### src/rtl/pc_pkg.sv
// pc_pkg: op-code encodings and the op type shared by the PC sequencer and the decoder
package pc_pkg;
    typedef logic [2:0] pc_op_t;
    localparam pc_op_t PC_OP_NEXT   = 3'd0;
    localparam pc_op_t PC_OP_JUMP   = 3'd1;
    localparam pc_op_t PC_OP_BRANCH = 3'd2;
    localparam pc_op_t PC_OP_CALL   = 3'd3;
    localparam pc_op_t PC_OP_RET    = 3'd4;
endpackage

### src/rtl/pc_ras.sv
// pc_ras: circular return-address stack; a push on full overwrites the oldest entry
// Ports: clk, rst_n (async, active-low), push/pop strobes, din (pushed link),
//        top (most recent entry), count (valid entries), full, empty.
module pc_ras #(
    parameter int AW        = 8,
    parameter int RAS_DEPTH = 4
) (
    input  logic                           clk,
    input  logic                           rst_n,
    input  logic                           push,
    input  logic                           pop,
    input  logic [AW-1:0]                  din,
    output logic [AW-1:0]                  top,
    output logic [$clog2(RAS_DEPTH+1)-1:0] count,
    output logic                           full,
    output logic                           empty
);
    localparam int PW = $clog2(RAS_DEPTH);
    localparam int CW = $clog2(RAS_DEPTH+1);
    logic [AW-1:0] mem [RAS_DEPTH];
    logic [PW-1:0] wp, wp_inc, wp_dec;
    // wp is the next write slot; once full it points at the oldest entry
    assign wp_inc = (wp == PW'(RAS_DEPTH-1)) ? '0 : wp + 1'b1;
    assign wp_dec = (wp == '0) ? PW'(RAS_DEPTH-1) : wp - 1'b1;
    assign top    = mem[wp_dec];
    assign full   = count == CW'(RAS_DEPTH);
    assign empty  = count == '0;
    always_ff @(posedge clk) begin
        if (push)
            mem[wp] <= din;
    end
    always_ff @(posedge clk or negedge rst_n) begin
        if (!rst_n) begin
            wp    <= '0;
            count <= '0;
        end else if (push) begin
            wp    <= wp_inc;
            count <= full ? count : count + 1'b1;
        end else if (pop && !empty) begin
            wp    <= wp_dec;
            count <= count - 1'b1;
        end
    end
endmodule

### src/rtl/pc_sequencer.sv
// pc_sequencer: registered program counter with jump, branch, call and return sequencing
// Ports: clk, rst_n (async, active-low), stall (hold everything), op (pc_pkg code),
//        br_taken, target (JUMP/CALL destination), offset (taken-branch displacement),
//        cur_pc, ras_count, ras_ovf / ras_unf (sticky overflow / underflow).
// Build option: define PC_RAS_EN to build the return-address stack; without it CALL acts
// as JUMP, RET as NEXT plus ras_unf, and ras_count / ras_ovf stay 0.
module pc_sequencer import pc_pkg::*; #(
    parameter int            AW        = 8,
    parameter logic [AW-1:0] RESET_PC  = '0,
    parameter int            INC       = 1,
    parameter int            RAS_DEPTH = 4
) (
    input  logic                           clk,
    input  logic                           rst_n,
    input  logic                           stall,
    input  logic [2:0]                     op,
    input  logic                           br_taken,
    input  logic [AW-1:0]                  target,
    input  logic [AW-1:0]                  offset,
    output logic [AW-1:0]                  cur_pc,
    output logic [$clog2(RAS_DEPTH+1)-1:0] ras_count,
    output logic                           ras_ovf,
    output logic                           ras_unf
);
    localparam logic [AW-1:0] STEP = AW'(INC);
    logic [AW-1:0] inc_pc, next_pc, ras_top;
    logic          is_call, is_ret, ras_full, ras_empty;
    assign inc_pc  = cur_pc + STEP;
    assign is_call = pc_op_t'(op) == PC_OP_CALL;
    assign is_ret  = pc_op_t'(op) == PC_OP_RET;
`ifdef PC_RAS_EN
    pc_ras #(.AW(AW), .RAS_DEPTH(RAS_DEPTH)) u_ras (
        .clk   (clk),
        .rst_n (rst_n),
        .push  (!stall && is_call),
        .pop   (!stall && is_ret),
        .din   (inc_pc),
        .top   (ras_top),
        .count (ras_count),
        .full  (ras_full),
        .empty (ras_empty)
    );
`else
    // a permanently empty stack: RET falls through and flags underflow
    assign ras_top   = inc_pc;
    assign ras_full  = 1'b0;
    assign ras_empty = 1'b1;
    assign ras_count = '0;
`endif
    always_comb begin
        next_pc = (pc_op_t'(op) == PC_OP_JUMP || is_call)     ? target :
                  (pc_op_t'(op) == PC_OP_BRANCH && br_taken)  ? cur_pc + offset :
                  (is_ret && !ras_empty)                      ? ras_top : inc_pc;
    end
    always_ff @(posedge clk or negedge rst_n) begin
        if (!rst_n) begin
            cur_pc  <= RESET_PC;
            ras_ovf <= 1'b0;
            ras_unf <= 1'b0;
        end else if (!stall) begin
            cur_pc  <= next_pc;
            ras_ovf <= ras_ovf | (is_call && ras_full);
            ras_unf <= ras_unf | (is_ret && ras_empty);
        end
    end
endmodule

### config.mk
export PLATFORM = sky130hd
export DESIGN_NAME = pc_sequencer
export DESIGN_NICKNAME = d
export VERILOG_FILES = /design/src/rtl/pc_pkg.sv /design/src/rtl/pc_ras.sv /design/src/rtl/pc_sequencer.sv
export SDC_FILE = /design/constraint.sdc
export NUM_CORES = 1
export LEC_CHECK = 0
export BUFFER_PORTS_ARGS = -buffer_cell sky130_fd_sc_hd__buf_2
export CORE_MARGIN = 3
export CORE_UTILIZATION = 50
export CTS_BUF_LIST = sky130_fd_sc_hd__clkbuf_16
export CTS_CLUSTER_DIAMETER = 60
export DETAILED_ROUTE_END_ITERATION = 12
export GPL_ROUTABILITY_DRIVEN = 0
export PLACE_DENSITY = 0.95
export SYNTH_ARGS = -nofsm -noshare
export SYNTH_HDL_FRONTEND = slang
export SYNTH_SLANG_ARGS = --single-unit
### constraint.sdc
create_clock -name clk -period 3.4 [get_ports clk]
set_input_delay 0.34 -clock clk [delete_from_list [all_inputs] [get_ports clk]]
set_output_delay 0.34 -clock clk [all_outputs]
set_load 0.005 [all_outputs]
==> out/results.ini <==
[clock_network]
cts_hold_buf=1
root_buffer=clkbuf_16
cts_inserted_buffers=3
path_clk_slew_ns=0.04
cts.htree.levels=1
clock_latency_ns=0.23
cts_resized=0
cts_setup_buffers=0
cts_tree=built
clock_path_buffers=2
cts.sinks=9

[floorplanning]
dieHeight_um=46.4
initial_core_util=0.576
io_pins=36
rows=13
die-area_um2=2150
core_area_um2=1420
die_x_um=46.4

[sta]
setup_viol=0
hold_viol=0
slew_headroom=0.604
fmax_mhz=443
setup_slack_ns=1.14
slew_viol_final=0
holdWs_ns=0.396
tightest_slew_ns=0.593
setup_tns_ns=0
fin_crit_sh=0.664
rsz0062_at_grt=false
min_period_ns=2.26
finClkSkew_ns=0.00227

[placement]
place_area_um2=960
dp_slack_ns=0.922
dpl.hpwl_um=1420
port_buffers=31
place_inst=133

[cells_and_area]
drive_above_1_share=0.358
n_fill_cell=90
nets=155
design_area_um2=1050
area_growth_pct=28.5
insertedDiodeCount=0
fin_util=0.741
final_cells=138

[global_route]
grt_pass1_vias=727
grt_max_degree=16
grt_pass1_wl_um=3110
grtUsageTotal=0.210
grt.overflow.total=0
antenna_found_initial=0

[routing]
wire_per_inst_um=14.1
dr.pass1.iters=4
viasPerCell=5.70
wl_um=1940
drc=0
final_antenna_net_count=0
vias=786
drt-initial-drc-count=19

[yosys]
synth_top_family_by_area=simple AND/OR/NAND/NOR gates
avgSynthCellArea_um2=8.96
yosysWarnings=0
synth-xor-area-share=0.0537
yosysSeqAreaShare=0.276
synth-seq-cells=9
synth_area_um2=816
syn_inst=91
synth_compound_area_frac=0.164
synth_fa_ha_area_frac=0.132
synthMuxAreaShare=0.0675
synth_simple_gate_area_frac=0.233
synth_cell_types=35

[worst_hold_path]
worstHoldPathType=input pin to flop
min-delay-start=target[1]

[critical_path]
worstReg2RegStart=cur_pc[0]
cp_top_family=compound AO/OA/AOI/OAI gates
crit_chain=buf_2 -> and4bb_2 -> nand2b_1 -> ha_1 -> inv_1 -> fa_1 -> nor2b_4 -> o21ai_2 -> nand2b_2 -> a311oi_2 -> xnor2_1 -> o31a_1
end_kind=flop
slowest_stage=and4bb_2
path_class=input pin to flop
arrival_ns=2.37
required_ns=3.51
critPathBufInv=2
critical_path.startpoint=op[2]
worst_path_largest_cell_delay_ns=0.41
path_max_fanout=9
worst_setup_path_start_kind=input pin

[power_and_ir_drop]
power.density_nw_per_um2=628
leakage_nw=0.540
power_mw=0.659
ir_worst_vdd_uv=350

[flow_run]
cap_violations=0

[run_status]
status=finished clean

==> kinds of logic after synthesis <==
family	Yosys count
and+or+nand+nor	32
AOI/OAI and AO/OA	20
buffers and inverters	11
DFF	9
adders and majority gates	8
xor gates and xnor gates	5
muxes	5
other	1
==> worst min-delay path, cell delays in order <==
cell      delay (ns)
buf_2           0.08
a211oi_1        0.06
a21oi_1         0.11
==> area by class of cell <==
class	count	area [um2]	area share
Clock buffer	3	75.1	0.0716
Clock inverter	1	3.75	0.00358
Tap cell	15	18.8	0.0179
Sequential cell	9	225	0.215
Inverter	4	15.0	0.0143
Multi-Input combinational cell	74	546	0.520
Timing Repair Buffer	32	165	0.158
==> power breakdown <==
group	switching, mW	total [mW]	internal, mW	leakage (nW)
clock network	0.0508	0.204	0.154	0.0423
registers	0.0328	0.178	0.146	0.0997
logic	0.132	0.276	0.144	0.398
total	0.216	0.659	0.443	0.540
==> cell usage after synthesis <==
cell	count	area share
a211o_1	1	0.011
a211oi_1	1	0.0092
a21o_1	3	0.028
a21oi_1	9	0.055
a311oi_2	1	0.018
and2_1	6	0.046
and4bb_2	1	0.015
buf_4	4	0.037
clkbuf_1	3	0.014
conb_1	1	0.0046
dfrtp_1	9	0.28
fa_1	1	0.025
ha_1	7	0.11
inv_1	4	0.018
mux2_2	4	0.055
mux2i_1	1	0.012
nand2_1	6	0.028
nand2b_1	2	0.015
nand2b_2	1	0.011
nand3_1	2	0.012
nand4b_1	1	0.011
nor2_1	5	0.023
nor2b_1	2	0.015
nor2b_4	1	0.017
nor3_1	2	0.012
nor3b_1	1	0.0092
nor4b_1	1	0.011
o211ai_1	1	0.0092
o21ai_0	1	0.0061
o21ai_1	1	0.0061
o21ai_2	1	0.011
o31a_1	1	0.011
or2_2	1	0.0077
xnor2_1	3	0.032
xor2_1	2	0.021
==> per-layer routing <==
metal	track usage	up-vias	wire [um]
li1	-	371	-
met1	0.270	366	786
met2	0.321	39	937
met3	0.0352	10	154
met4	0.131	0	65
met5	0	-	0
==> final timing paths <==
path                        endpoint  slack (ns)  depth (start not counted)
setup / recovery           cur_pc[6]        1.14                         12
hold / removal             cur_pc[1]        0.40                          3
setup reg to reg           cur_pc[6]        1.44                          9
hold reg to reg              ras_unf        0.48                          1
max in group asynchronous  cur_pc[4]        2.72                          2
min in group asynchronous    ras_unf        0.49                          2
==> layout by cell type (no fill, tap or decap), drive strengths merged, types with 4 or more instances in the layout <==
cell type and n:
nor2 5, and2 6, conb 4, buf 31, ha 7, a21oi 9, inv 5, nand2 6
mux2 4, dfrtp 9
==> flip-flops by register name, summed over array words and instances (netlist names) <==
name	flops
cur_pc	8
ras_unf	1
No activity file was read; power rests on OpenSTA's default activity.
